## src/rtl/sine_voice_scheduler.sv

```systemverilog
// Voice allocator and round-robin phase sequencer feeding the shared sine pipeline.
// Each enabled cycle issues one voice slot; note events are resolved by a
// scan FSM that walks every voice once, then commits in a single cycle.
module sine_voice_scheduler #(
    parameter int NVOICES = 10
) (
    input  logic        clk,
    input  logic        rst,
    input  logic        clk_en,
    input  logic        i_ev_valid,
    output logic        o_ev_ready,
    input  logic        i_ev_on,
    input  logic [6:0]  i_ev_midi,
    input  logic [23:0] i_ev_inc,
    output logic        o_valid,
    output logic [23:0] o_phase,
    output logic [6:0]  o_midi,
    output logic [3:0]  o_slot,
    output logic        o_drop
);

    localparam logic [3:0] LAST = 4'(NVOICES - 1);

    typedef enum logic [1:0] {IDLE, SCAN, COMMIT} state_t;

    typedef struct packed {
        logic        on;
        logic [6:0]  midi;
        logic [23:0] inc;
    } ev_t;

    logic [NVOICES-1:0] active;
    logic [23:0]        acc  [NVOICES];
    logic [23:0]        inc  [NVOICES];
    logic [6:0]         midi [NVOICES];

    state_t      state;
    ev_t         ev;
    logic [3:0]  slot;
    logic [3:0]  k;
    logic        match_found;
    logic [3:0]  match_idx;
    logic        free_found;
    logic [3:0]  free_idx;

    assign o_ev_ready = (state == IDLE);

    // Slot issue, accumulation and event FSM share one register block so the
    // commit write can simply land after (and override) the accumulate.
    always_ff @(posedge clk) begin
        if (rst) begin
            for (int v = 0; v < NVOICES; v++) begin
                acc[v]  <= '0;
                inc[v]  <= '0;
                midi[v] <= '0;
            end
            active      <= '0;
            state       <= IDLE;
            ev          <= '0;
            slot        <= '0;
            k           <= '0;
            match_found <= 1'b0;
            match_idx   <= '0;
            free_found  <= 1'b0;
            free_idx    <= '0;
            o_valid     <= 1'b0;
            o_phase     <= '0;
            o_midi      <= '0;
            o_slot      <= '0;
            o_drop      <= 1'b0;
        end else if (clk_en) begin
            // issue the current slot from pre-update voice state
            o_slot  <= slot;
            o_valid <= active[slot];
            o_phase <= active[slot] ? acc[slot]  : '0;
            o_midi  <= active[slot] ? midi[slot] : '0;
            o_drop  <= 1'b0;
            if (active[slot])
                acc[slot] <= acc[slot] + inc[slot];
            slot <= (slot == LAST) ? 4'd0 : slot + 4'd1;

            case (state)
                IDLE: begin
                    if (i_ev_valid) begin
                        ev          <= '{on: i_ev_on, midi: i_ev_midi, inc: i_ev_inc};
                        k           <= '0;
                        match_found <= 1'b0;
                        free_found  <= 1'b0;
                        state       <= SCAN;
                    end
                end
                SCAN: begin
                    // first hit wins: lowest matching / lowest free index
                    if (active[k] && midi[k] == ev.midi && !match_found) begin
                        match_found <= 1'b1;
                        match_idx   <= k;
                    end
                    if (!active[k] && !free_found) begin
                        free_found <= 1'b1;
                        free_idx   <= k;
                    end
                    if (k == LAST) state <= COMMIT;
                    else           k     <= k + 4'd1;
                end
                COMMIT: begin
                    if (ev.on) begin
                        if (match_found) begin
                            acc[match_idx] <= '0;
                            inc[match_idx] <= ev.inc;
                        end else if (free_found) begin
                            active[free_idx] <= 1'b1;
                            midi[free_idx]   <= ev.midi;
                            acc[free_idx]    <= '0;
                            inc[free_idx]    <= ev.inc;
                        end else begin
                            o_drop <= 1'b1;
                        end
                    end else if (match_found) begin
                        active[match_idx] <= 1'b0;
                    end
                    state <= IDLE;
                end
                default: state <= IDLE;
            endcase
        end
    end

endmodule
```

## config.mk

```make
export PLATFORM = sky130hd
export DESIGN_NAME = sine_voice_scheduler
export DESIGN_NICKNAME = d
export VERILOG_FILES = /design/src/rtl/sine_voice_scheduler.sv
export SDC_FILE = /design/constraint.sdc
export NUM_CORES = 2
export LEC_CHECK = 0
export CELL_PAD_IN_SITES_DETAIL_PLACEMENT = 0
export CELL_PAD_IN_SITES_GLOBAL_PLACEMENT = 1
export CORE_ASPECT_RATIO = 0.5
export CORE_UTILIZATION = 50
export CTS_CLUSTER_DIAMETER = 120
export DETAILED_ROUTE_END_ITERATION = 10
export DONT_BUFFER_PORTS = 1
export HOLD_SLACK_MARGIN = 0.06
export PLACE_DENSITY = 0.84
export SLEW_MARGIN = 40
export SYNTH_ARGS = -nofsm -noshare
export SYNTH_HDL_FRONTEND = slang
export SYNTH_SLANG_ARGS = --single-unit
```

## constraint.sdc

```tcl
create_clock -name clk -period 6.26 [get_ports clk]
set_clock_uncertainty 0.2 [all_clocks]
set_input_delay 0.313 -clock clk [delete_from_list [all_inputs] [get_ports clk]]
set_output_delay 0.313 -clock clk [all_outputs]
set_load 0.1 [all_outputs]
```

After elaboration in Yosys (flattened, before gate mapping). Memories as Yosys holds them, arrays and structs flattened. A register that Yosys moved wholly into a read port is not among the register bits. Cells that the tools add are included.

Register bits: 99. Bits in writable memories: 550. Bits of input ports: 36. Output and inout port bits: 38. Logic and storage cells: 143. Memories kept: 3.

Memories: acc (depth 10, bits a word 24, rd ports 1, clocked after memory_dff 1, write ports 10, line 33) `logic [23:0] acc [NVOICES];`; inc (depth 10, bits a word 24, rd ports 1, clocked after memory_dff 1, write ports 10, line 34) `logic [23:0] inc [NVOICES];`; midi (depth 10, bits a word 7, rd ports 2, clocked after memory_dff 2, write ports 10, line 35) `logic [6:0] midi [NVOICES];`.

Add/subtract/negate cells: 3. Order comparisons: 6. Equal/unequal tests: 11. Mux-type cells: 75. Bitwise operators: 3. Reduce and logical (&&, ||, !) cells: 26.

Operators by type and width (number): $mux 24 (6); $reduce_or 24->1 (5); $mux 4 (17); $mux 10 (4); $mux 1 (36); $add 24x24->24 (1); $lt 4x5->1 const B (4); $mux 7 (2); $ne 2x2->1 const B (6); $reduce_and 3->1 (4); $reduce_and 4->1 (3); $and 10x10->10 (1); $not 10->10 (1); $or 10x10->10 (1); $add 4x1->4 const B (2); $bmux 1 s4 (2); $demux 1 s4 (2); $eq 4x4->1 const B (2); $ge 4x1->1 const B (2); $pmux 4 s2 (1); $eq 7x7->1 (1); $reduce_or 7->1 (1); $reduce_bool 2->1 (3); $logic_and 1x1->1 (5); other kinds (8) (12).

Logic depth before layout (Yosys ltp).
Word-level depth: 9. Mapped depth: 18. Mapped depth without buffers: 12.

Least setup slack after synthesis. Ideal clock, no wire load.

Path type: reg-to-reg. Start: reg with a tool-made name. End: mem acc[3][22]. Setup time: 0.136 ns. Arrival time: 5.438 ns. Data required time: 5.924 ns. Setup slack: 0.486 ns. Cell stages (with the launch flop): 19. Buffers on the path: 6. Period minus slack after synthesis: 5.774 ns. Cells stage by stage: dfxtp_1 clkbuf_1 buf_2 buf_2 buf_1 buf_2 mux4_2 mux4_2 ha_1 fa_1 a21oi_1 o21ai_0 a2111oi_0 nor2_1 a221oi_1 o21ai_1 clkbuf_1 nand4_1 o211ai_1.

RTL lines (line): to (decl) (33).

==> results_dict.tcl <==
set metrics [dict create \
    io-pin-count 74 \
    fin_crit_sh 0.948 \
    status "completed" \
    gr-total-overflow 0 \
    std_cell_rows 75 \
    relSlewSlack 0.380 \
    cts_buffers 86 \
    layout_min_cycle_time_ns 5.94 \
    finalNetCount 3359 \
    critPathMaxStageDelay_ns 0.69 \
    syn-instance-count 3324 \
    clkLatencyLatePin_ns 0.68 \
    synth.yosys.seq_area_share 0.579 \
    grt_pass1_wl_mm 186 \
    min_to "ev[5]" \
    clockBufferDepth 3 \
    grt_max_degree 125 \
    start_util 0.507 \
    ant_nets 0 \
    synthesis.nets 3386 \
    hp-class "primary input to flop" \
    final_area_mm2 0.0479 \
    crit_path_max_fanout 37 \
    arrival_ns 6.26 \
    areaGrowthSynthToFinish_pct 12.1 \
    drive_gt1_frac 0.191 \
    drt_wl_total_mm 127 \
    clockRootBuffer "clkbuf_16" \
    drc 0 \
    final-hold-violation-count 0 \
    synthesis.area_mm2 0.0427 \
    fp.dieW_um 415 \
    path_cells "buf_12 > buf_4 > mux4_2 > mux4_2 > ha_1 > a211o_1 > a2111oi_0 > nor2_1 > a221oi_1 > mux2i_1 > nor2_1 > o21ai_0" \
    min_path_cells 3 \
    ys.warnings.count 0 \
    async_flop_share 0 \
    io_buffers 0 \
    synth_area_per_cell_um2 12.8 \
    hpwl_mm 77.3 \
    drv_slew 0 \
    clk_pin_slew_worst_paths_ns 0.07 \
    first_pass_iters 6 \
    fmax_mhz 168 \
    setup_viol 0 \
    vias 28800 \
    ys_seq_elements 987 \
    maxCapViolCount 0 \
    min_from "i_ev_inc[5]" \
    p_leak_nw 16.5 \
    critPathSlowestCell "a2111oi_0" \
    viasPerCell 6.42 \
    antenna_found_initial 3 \
    grt_pass1_vias 27800 \
    synth_edf_count 496 \
    wl_per_cell_um 28.2 \
    first_iter_violations 3379 \
    end_kind "flop" \
    worst_slew_pin_slew_ns 0.923 \
    path_class "flop to flop" \
    reg2regPathDepth 12 \
    vdd_drop_max_mv 0.198 \
    grt_usage 0.292 \
    fin_tns_setup_ns 0 \
    rsz0062_at_grt "no" \
    clock-sinks 987 \
    cts_tree "yes" \
    dieArea_mm2 0.0866 \
    required_ns 6.59 \
    gp_congestion 0.911 \
    power.density_mw_per_mm2 285 \
    reg2reg_slack_ns 0.32 \
    synthFlopType "edfxtp_1" \
    dpl_cell_area_mm2 0.0443 \
    core_area_mm2 0.0842 \
    die_h_um 209 \
    reg2reg_to "acc[2][20]" \
    ys_types 70 \
    htreeDepth 3 \
    critPathLaunchType "flop" \
]
## cell families after synthesis
kind of cell | Yosys count | share of synthesized area
AOI/OAI and AO/OA | 438 | 0.0619
xor gates and xnor gates | 27 | 0.00554
adders and majority gates | 26 | 0.00779
buffers and inverters | 305 | 0.0281
DFF | 987 | 0.579
muxes | 332 | 0.170
and+or+nand+nor | 1209 | 0.147
## final cells by class
cell class	instances	area (µm²)
Antenna cell	2	5.00
Multi-Input combinational cell	2032	17100
Tap cell	1116	1400
Fill cell	6474	36300
Inverter	44	168
Sequential cell	987	24800
Timing Repair Buffer	146	1320
Clock buffer	119	2560
Clock inverter	41	558
## worst max path at each step
stage	from	end	slack (ns)
after floorplan	flop	acc[3][22]	0.49
after global placement	flop	acc[2][22]	0.50
after detailed placement	flop	acc[6][20]	0.44
after CTS	flop	acc[2][20]	0.36
after global routing	flop	acc[4][20]	0.01
final	flop	acc[2][20]	0.32
## through the flow
step                 util  hold WS [ns]  setup slack (ns)  std cells  power, mW
global route        0.568         0.128            0.0124       4485       14.0
detailed placement  0.526         0.190             0.438       4285       7.85
finish              0.568         0.128             0.325       4487       13.6
global placement    0.525         0.192             0.505       4284       7.83
CTS                 0.568        0.0799             0.365       4483       13.7
floorplan               -         0.220             0.486       3324       7.60
## power breakdown
part | switching, mW | internal [mW] | total [mW]
clock network | 2.48 | 3.41 | 5.88
registers | 0.0890 | 6.85 | 6.94
logic | 0.468 | 0.339 | 0.807
total | 3.03 | 10.6 | 13.6
## metal layers
metal	track usage	wire length, µm	share of wire
met4	0.110	5000	0.039
met2	0.445	56600	0.45
met1	0.411	50600	0.40
met5	0	12	0.000095
met3	0.0658	14300	0.11
## cells in the final DEF (no fill, tap or decap), drive strengths merged, types with 13 or more instances in the layout
| cell | n |
|---|---|
| nor2b | 58 |
| dfxtp | 491 |
| nand3 | 71 |
| inv | 49 |
| xnor2 | 21 |
| o32ai | 18 |
| buf | 107 |
| edfxtp | 496 |
| nand4b | 20 |
| nand2b | 14 |
| a31oi | 34 |
| clkinv | 20 |
| a22o | 31 |
| and2 | 358 |
| clkbuf | 121 |
| o21ai | 67 |
| bufinv | 13 |
| dlygate4sd3 | 37 |
| a21oi | 211 |
| and3 | 103 |
| nor3 | 58 |
| nand2 | 215 |
| mux4 | 312 |
| nor2 | 271 |
| ha | 25 |
| mux2i | 19 |
## registers in the layout, indices dropped and copies added (netlist names), 7 cells and up, named ones only
name,flops
active,10
midi,112
o_phase,24
ev,32
o_midi,7
acc,384
inc,384
## cell usage after synthesis, drive strengths merged, types with 3 or more instances
cell / count / area share
edfxtp: 496 / 0.35
nand3b: 5 / 0.00088
nand4b: 20 / 0.0041
xnor2: 21 / 0.0043
a211oi: 5 / 0.00088
o32ai: 18 / 0.0037
nand2: 215 / 0.019
nand4: 7 / 0.0010
a21o: 8 / 0.0014
dfxtp: 491 / 0.23
nand3: 71 / 0.0083
or3: 10 / 0.0016
nor3b: 5 / 0.00088
a32oi: 3 / 0.00062
o31ai: 10 / 0.0018
buf: 50 / 0.0057
o211ai: 3 / 0.00053
mux2i: 19 / 0.0045
and3: 103 / 0.015
and2: 358 / 0.052
a22oi: 10 / 0.0018
o21bai: 6 / 0.0011
mux4: 312 / 0.17
xor2: 6 / 0.0012
a211o: 4 / 0.00082
clkbuf: 211 / 0.019
inv: 44 / 0.0039
and4: 3 / 0.00062
o22ai: 4 / 0.00059
o41ai: 4 / 0.00082
a31oi: 34 / 0.0050
ha: 25 / 0.0073
a22o: 31 / 0.0064
o21a: 6 / 0.0011
nor4: 3 / 0.00059
o21ai: 67 / 0.0079
or2: 4 / 0.00059
nand2b: 14 / 0.0021
nor3: 58 / 0.0072
a21oi: 211 / 0.025
nor2b: 58 / 0.0085
nor2: 271 / 0.024
## critical path, delay by kind of cell, from the launching register on
kind	cells	cell delay, ns
buf+inv	2	0.70
fa+ha+maj	1	0.39
mux	3	1.21
flops	1	0.57
compound gates	4	1.87
simple gates	2	0.77
## timing repair
| item | CTS | global route |
|---|---|---|
| setup buffers | 0 | 0 |
| resized for setup | 0 | 0 |
| endpoints found under the setup margin | 0 | 0 |
| hold endpoints to repair | 282 | 0 |
| hold buffers | 38 | 0 |
No activity file was read; power rests on OpenSTA's default activity.
